### config.mk
export PLATFORM = sky130hd
export DESIGN_NAME = multi_clk_en_gen
export DESIGN_NICKNAME = d
export VERILOG_FILES = /design/src/rtl/multi_clk_en_gen.sv
export SDC_FILE = /design/constraint.sdc
export NUM_CORES = 1
export LEC_CHECK = 0
export BUFFER_PORTS_ARGS = -buffer_cell sky130_fd_sc_hd__buf_2
export CORE_ASPECT_RATIO = 1.4
export CORE_MARGIN = 4
export CORE_UTILIZATION = 35
export CTS_CLUSTER_SIZE = 10
export DETAILED_ROUTE_END_ITERATION = 10
export PLACE_DENSITY = 0.56
export SYNTH_ARGS = -nofsm -noshare
export SYNTH_HDL_FRONTEND = slang
export SYNTH_SLANG_ARGS = --single-unit
### constraint.sdc
create_clock -name Clk -period 8.8 [get_ports Clk]
set_input_delay 1.32 -clock Clk [delete_from_list [all_inputs] [get_ports Clk]]
set_output_delay 1.32 -clock Clk [all_outputs]
set_load 0.005 [all_outputs]
### src/rtl/multi_clk_en_gen.sv
// ---------------------------------------------------------------------------
// multi_clk_en_gen
//
// Purpose:
//   Multi-channel clock-enable generator. A shared prescaler divides Clk down
//   to a base Tick enable. NCH channels each divide Tick by a divisor that can
//   be loaded at runtime. Every channel produces a one-cycle enable pulse and
//   a toggle output. All consumers stay on Clk and no clock is gated.
//
// Optional feature (compile-time macro PHASE_ALIGN_EN):
//   When the macro is defined, any accepted divisor load also clears the
//   prescaler and every channel count on the same edge, and Tick is
//   suppressed on that edge. All channels then share a common phase. When it
//   is undefined, only the addressed channel count is cleared.
//
// Ports:
//   Clk        in   system clock
//   Reset      in   asynchronous, active-high reset
//   Ch_en      in   [NCH]   per-channel run enable
//   Div_load   in   single-cycle strobe that loads Div_val into channel Div_sel
//   Div_sel    in   [SEL_W] target channel of the load
//   Div_val    in   [DIV_W] new divisor; 0 stops the channel
//   Tick       out  base enable, high for one cycle every PRE cycles
//   Ch_pulse   out  [NCH]   per-channel enable pulse, one cycle wide
//   Ch_toggle  out  [NCH]   per-channel square wave, inverts on each pulse
//
// Load handshake:
//   Div_load has no ready. The load takes effect on the rising edge where
//   Div_load is high, but only if Div_sel addresses an existing channel.
//   A load with Div_sel >= NCH is dropped and changes no state.
// ---------------------------------------------------------------------------
module multi_clk_en_gen #(
   parameter int CLK_FREQ = 50_000_000,
   parameter int TICK_HZ  = 1000,
   parameter int NCH      = 4,
   parameter int DIV_W    = 16,
   parameter int DIV_INIT = 1,
   localparam int SEL_W   = (NCH > 1) ? $clog2(NCH) : 1
) (
   input  logic             Clk,
   input  logic             Reset,
   input  logic [NCH-1:0]   Ch_en,
   input  logic             Div_load,
   input  logic [SEL_W-1:0] Div_sel,
   input  logic [DIV_W-1:0] Div_val,
   output logic             Tick,
   output logic [NCH-1:0]   Ch_pulse,
   output logic [NCH-1:0]   Ch_toggle
);

   localparam int PRE   = CLK_FREQ / TICK_HZ;
   localparam int PRE_W = (PRE > 1) ? $clog2(PRE) : 1;

`ifdef PHASE_ALIGN_EN
   localparam bit ALIGN = 1'b1;
`else
   localparam bit ALIGN = 1'b0;
`endif

   logic [PRE_W-1:0] pre_cnt;
   logic             tick_q;
   logic [DIV_W-1:0] div_q [NCH];
   logic [DIV_W-1:0] cnt_q [NCH];
   logic [NCH-1:0]   pulse_q;
   logic [NCH-1:0]   toggle_q;

   logic [SEL_W:0]   sel_ext;
   logic             load_acc;
   logic             pre_wrap;
   logic             align_clr;

   // One extra bit lets Div_sel be compared against NCH even when NCH is a
   // power of two.
   assign sel_ext   = {1'b0, Div_sel};
   assign load_acc  = Div_load && (sel_ext < (SEL_W+1)'(NCH));
   assign pre_wrap  = (pre_cnt == PRE_W'(PRE - 1));
   assign align_clr = ALIGN && load_acc;

   // Prescaler: counts 0..PRE-1. Tick is registered on the wrap edge, so it
   // is high in the cycle after that edge.
   always_ff @(posedge Clk or posedge Reset) begin
      if (Reset) begin
         pre_cnt <= '0;
         tick_q  <= 1'b0;
      end else if (align_clr) begin
         pre_cnt <= '0;
         tick_q  <= 1'b0;
      end else if (pre_wrap) begin
         pre_cnt <= '0;
         tick_q  <= 1'b1;
      end else begin
         pre_cnt <= pre_cnt + PRE_W'(1);
         tick_q  <= 1'b0;
      end
   end

   // Channel dividers. The priority order matters:
   //   1. A load to this channel wins over a coinciding terminal count, so the
   //      pulse is dropped and the toggle holds.
   //   2. With phase alignment, a load to any channel clears this count.
   //   3. A disabled or stopped (div = 0) channel keeps its count at 0. The
   //      first pulse after re-enable therefore comes div Ticks later.
   always_ff @(posedge Clk or posedge Reset) begin
      if (Reset) begin
         for (int i = 0; i < NCH; i++) begin
            div_q[i] <= DIV_W'(DIV_INIT);
            cnt_q[i] <= '0;
         end
         pulse_q  <= '0;
         toggle_q <= '0;
      end else begin
         for (int i = 0; i < NCH; i++) begin
            if (load_acc && (sel_ext == (SEL_W+1)'(i))) begin
               div_q[i]   <= Div_val;
               cnt_q[i]   <= '0;
               pulse_q[i] <= 1'b0;
            end else if (align_clr) begin
               cnt_q[i]   <= '0;
               pulse_q[i] <= 1'b0;
            end else if (!Ch_en[i] || (div_q[i] == '0)) begin
               cnt_q[i]   <= '0;
               pulse_q[i] <= 1'b0;
            end else if (tick_q && (cnt_q[i] == div_q[i] - DIV_W'(1))) begin
               cnt_q[i]    <= '0;
               pulse_q[i]  <= 1'b1;
               toggle_q[i] <= ~toggle_q[i];
            end else if (tick_q) begin
               cnt_q[i]   <= cnt_q[i] + DIV_W'(1);
               pulse_q[i] <= 1'b0;
            end else begin
               pulse_q[i] <= 1'b0;
            end
         end
      end
   end

   assign Tick      = tick_q;
   assign Ch_pulse  = pulse_q;
   assign Ch_toggle = toggle_q;

endmodule

# Yosys cells after proc, flatten, opt, wreduce, memory -nomap -nowiden
# Index checks and enable logic that the tools add are counted.
# word_totals
regBits	153
latch_bits	0
ramBits	0
rom_bits	0
out_inout_bits	9
wordCells	105
mem_count	0
# classes
addsub	9
n_mul	0
div	0
order_cmp	1
eq_ne	8
n_shift	0
mux	30
bitwise_logic	12
reduce_logical	30
# ops
operator	n
$mux 16	17
$add 16x1->16 const B	5
$eq 16x16->1	4
$logic_not 16->1	4
$sub 16x1->16 const B	4
$eq 16x16->1 const B	1
$reduce_bool 4->1	4
$mux 1	13
$not 1->1	12
$reduce_and 3->1	4
$logic_and 1x1->1	9
$eq 2x2->1 const B	2
$logic_not 1->1	4
$logic_or 1x1->1	4
$logic_not 3->1	1
$lt 2x3->1 const B	1
$eq 2x1->1 const B	1

# Longest topological paths before layout
# depth
ltp_word	6
ltp_mapped	13

# Worst setup path before layout
# No wires, ideal clock.
# synth_path
path_kind	reg-to-reg
start	reg div_q[49] (netlist name)
end	reg cnt_q[59] (netlist name)
setup_ps	126
arrival_time_ps	3234
t_required_ps	8674
path_slack_ps	5440
stages_incl_launch_ff	13
path_buffers	2
period_less_slack_ps	3360
cell_sequence	dfrtp_1 > inv_1 > ha_1 > or4b_1 > buf_4 > or3_4 > xnor2_1 > or4_1 > a2111oi_2 > a31oi_1 > buf_4 > and3_1 > a221o_1
# synth_via
elab_chain_len	6
# synth_rtl
item	line_no	source
start: declaration	62	logic [DIV_W-1:0] div_q [NCH];
start signal: indexed assignment	106	div_q[i] <= DIV_W'(DIV_INIT);
start signal: indexed assignment	114	div_q[i] <= Div_val;
$sub 16x1->16	123	end else if (tick_q && (cnt_q[i] == div_q[i] - DIV_W'(1))) begin
$eq 16x16->1	123	
$logic_and 1x1->1	123	
$mux 16	123	
$mux 16	120	end else if (!Ch_en[i] || (div_q[i] == '0)) begin
$mux 16	113	if (load_acc && (sel_ext == (SEL_W+1)'(i))) begin
end signal: indexed assignment	128	cnt_q[i] <= cnt_q[i] + DIV_W'(1);
end: declaration	63	logic [DIV_W-1:0] cnt_q [NCH];
# Parallel ways exist; a longest one is shown, timed or not.
# A chain may end at the register's enable or synchronous reset.

# Worst setup path after layout
# Same ends and word-level chain as after synthesis.

==> qor.yml <==
finalHoldViolCount: 0
leakage_nw: 4.14
async_flop_share_pct: 100
reg2reg_depth: 11
critPathBufInv: 2
die-area_um2: 27700
synth_area_um2: 8790
rows: 68
cp_max_fo: 30
hold_buffers: 0
nets: 942
nFillCells: 2468
holdPathEnd: "Ch_toggle[2]"
clock_skew_ns: 0.00981
reg2reg_to: "cnt_q[59]"
startpoint_type: "register"
worst_slack_ns: 5.14
yosys_register_bits: 153
drv_cap: 0
clk_latency_ns: 0.43
seq_area_frac_synth_pct: 43.6
cpPeakStageDelay_ns: 0.60
htree_levels: 4
ys_warn_count: 0
required_ns: 9.11
syn2layout_area_growth_pct: 12.1
switching_share_pct: 27.4
synth_ff_type: "dfrtp_1"
pwr_density_cell_nw_per_um2: 190
cts_resized: 0
fin_crit_sh_pct: 41.5
port_buffers: 33
comb_power_share_pct: 14.8
coreArea_um2: 24700
crit_type: "register to register"
grt_pass1_wl_um: 32900
seq_power_share_pct: 45.1
synth_edf_count: 0
timing.rr.start: "div_q[49]"
r2r_slack_ns: 5.14
hpwl_um: 14100
die_w_um: 142
run_status: "complete, no violations"
drv_slew: 0
first_iter_violations: 375
grt_setup_unrepaired: "false"
track_usage_pct: 14.8
first_pass_iters: 4
worstSetupEndpointType: "register"
ios: 34
clkPwrFrac_pct: 40.1
start_util_pct: 35.6
crit_chain: "inv_1 -> ha_1 -> or4b_1 -> or3_4 -> xnor2_1 -> or4_1 -> a2111oi_2 -> a31oi_2 -> buf_4 -> and3_1 -> a221o_1"
numCtsBuffers: 17
worstHoldStart: "Ch_toggle[2]"
vias: 6465
crit_slowest_cell: "or4b_1"
grt_max_degree: 105
cts_tree: "built"
critPathTopFamily: "simple AND/OR/NAND/NOR gates"
diodes: 0
layout-drive-gt1-share_pct: 17.1
p_sw_mw: 0.512
worst_pin_slew_ns: 1.15
syn_nets: 915
overflow: 0
grt_pass1_vias: 6253
dp_slack_ns: 5.16
finalPower_mw: 1.87
hold_path_class: "register to register"
clock_path_buffers: 2
routed_via_density: 5.23
clock-sinks: 153
whs_ns: 0.463
min_path_cells: 1
antenna_found_initial: 0
utilization_pct: 39.9
syn_area_per_cell_um2: 9.97
gp_congestion: 0.815
synthDistinctLibCells: 71
clkTransAtPathRegs_ns: 0.06
netlist_instances: 881
setup_viol: 0
slew_headroom_pct: 23.5
vdd_drop_max_v: 0.000134
period_needed_ns: 3.66
drt-total-wl_um: 20000
die_y_um: 195
drcViolationCount: 0
fin_tns_setup_ns: 0
cts-root-buf: "clkbuf_16"
drtAntennaViolNets: 0
p_int_mw: 1.36
fmax_mhz: 273
cts_post_setup_buffers_inserted: 0
routedWlPerCell_um: 16.2
arrival_ns: 3.97
==> cell usage after synthesis (18+ instances only) <==
cell type / count / area share [%]
nand4_1: 26 / 1.9
inv_1: 19 / 0.81
nand2b_1: 18 / 1.3
a21oi_1: 26 / 1.5
and3_1: 20 / 1.4
xnor2_1: 73 / 7.3
nor3_1: 24 / 1.4
nand2_1: 46 / 2.0
xor2_1: 60 / 6.0
clkbuf_1: 23 / 0.98
nor2_1: 98 / 4.2
dfrtp_1: 149 / 42
mux2_2: 66 / 8.5
nand3_1: 46 / 2.6
==> cells by family after synthesis <==
logic type	share of synthesized area (%)
multiplexers	8.91
buffers and inverters	2.38
AO/OA/AOI/OAI	8.74
AND/OR/NAND/NOR	21.8
flip-flops	43.6
adder cells (fa/ha/maj)	1.28
XOR/XNOR	13.3
==> placed cells by master, fill, tap and decap left out, types with 7 or more instances in the layout <==
| cell type | netlist | final |
|---|---|---|
| or3_1 | 10 | 10 |
| mux2_2 | 66 | 66 |
| and4_1 | 8 | 8 |
| inv_1 | 19 | 18 |
| nor2_1 | 98 | 98 |
| xnor2_1 | 73 | 73 |
| nor4_1 | 10 | 10 |
| nand3_1 | 46 | 46 |
| buf_2 | 2 | 33 |
| xor2_1 | 60 | 60 |
| nor3_1 | 24 | 24 |
| and3_1 | 20 | 20 |
| nand2_1 | 46 | 46 |
| o21ai_0 | 15 | 15 |
| a21oi_1 | 26 | 26 |
| nand3b_1 | 7 | 7 |
| nand2b_1 | 18 | 18 |
| nor2b_1 | 11 | 11 |
| clkbuf_16 | 0 | 17 |
| nand4_1 | 26 | 26 |
| ha_1 | 9 | 9 |
| dfrtp_1 | 149 | 149 |
==> flip-flops by register name (all words and copies together), names as in the netlist <==
name	flops
pre_cnt	16
Ch_pulse	4
div_q	64
cnt_q	64
Ch_toggle	4
Tick	1
==> stage by stage <==
stage / area, um^2 / cells
CTS: 9850 / 1235
floorplan: 8790 / 881
detailed placement: 9270 / 1204
finish: 9850 / 1235
global placement: 9270 / 1204
global route: 9850 / 1235
==> layer usage <==
layer  track usage, %  part of all wire, %
met1             18.4                   45
met2             25.7                   51
met3             2.45                  2.0
met4             5.44                  2.1
met5                0                    0
==> worst max-delay path by stage <==
stage,endpoint,slack (ns),depth (start not counted),from
detailed placement,cnt_q[60],5.16,11,div_q[49]
global route,cnt_q[61],4.97,11,div_q[49]
floorplan,Ch_pulse[0],3.37,1,Reset
CTS,cnt_q[59],5.13,11,div_q[49]
global placement,cnt_q[60],5.22,11,div_q[49]
finish,cnt_q[59],5.14,11,div_q[49]
==> power groups by stage <==
| stage | clock (mW) | sequential, mW | combinational (mW) |
|---|---|---|---|
| 6_report | 0.751 | 0.844 | 0.276 |
| 5_1_grt | 0.801 | 0.856 | 0.310 |
| 4_1_cts | 0.771 | 0.843 | 0.281 |
| 3_5_place_dp | 0 | 0.855 | 0.280 |
| 3_3_place_gp | 0 | 0.855 | 0.275 |
| 2_1_floorplan | 0 | 0.830 | 0.228 |
==> worst reg2reg max path: stages (launching register included) <==
cell       delay, ns
dfrtp_1         0.40
inv_1           0.06
ha_1            0.22
or4b_1          0.60
or3_4           0.39
xnor2_1         0.13
or4_1           0.48
a2111oi_2       0.42
a31oi_2         0.14
buf_4           0.25
and3_1          0.20
a221o_1         0.25
==> area by class of cell <==
type	instances	area, um^2	area share, %
clock buffers	22	464	4.71
clock inverters	9	125	1.27
inverters	19	76.3	0.775
multi-input cells	678	4750	48.2
flip-flops and latches	153	3830	38.9
well taps	315	394	4.00
repair buffers	39	210	2.13
No activity file was read; power rests on OpenSTA's default activity.
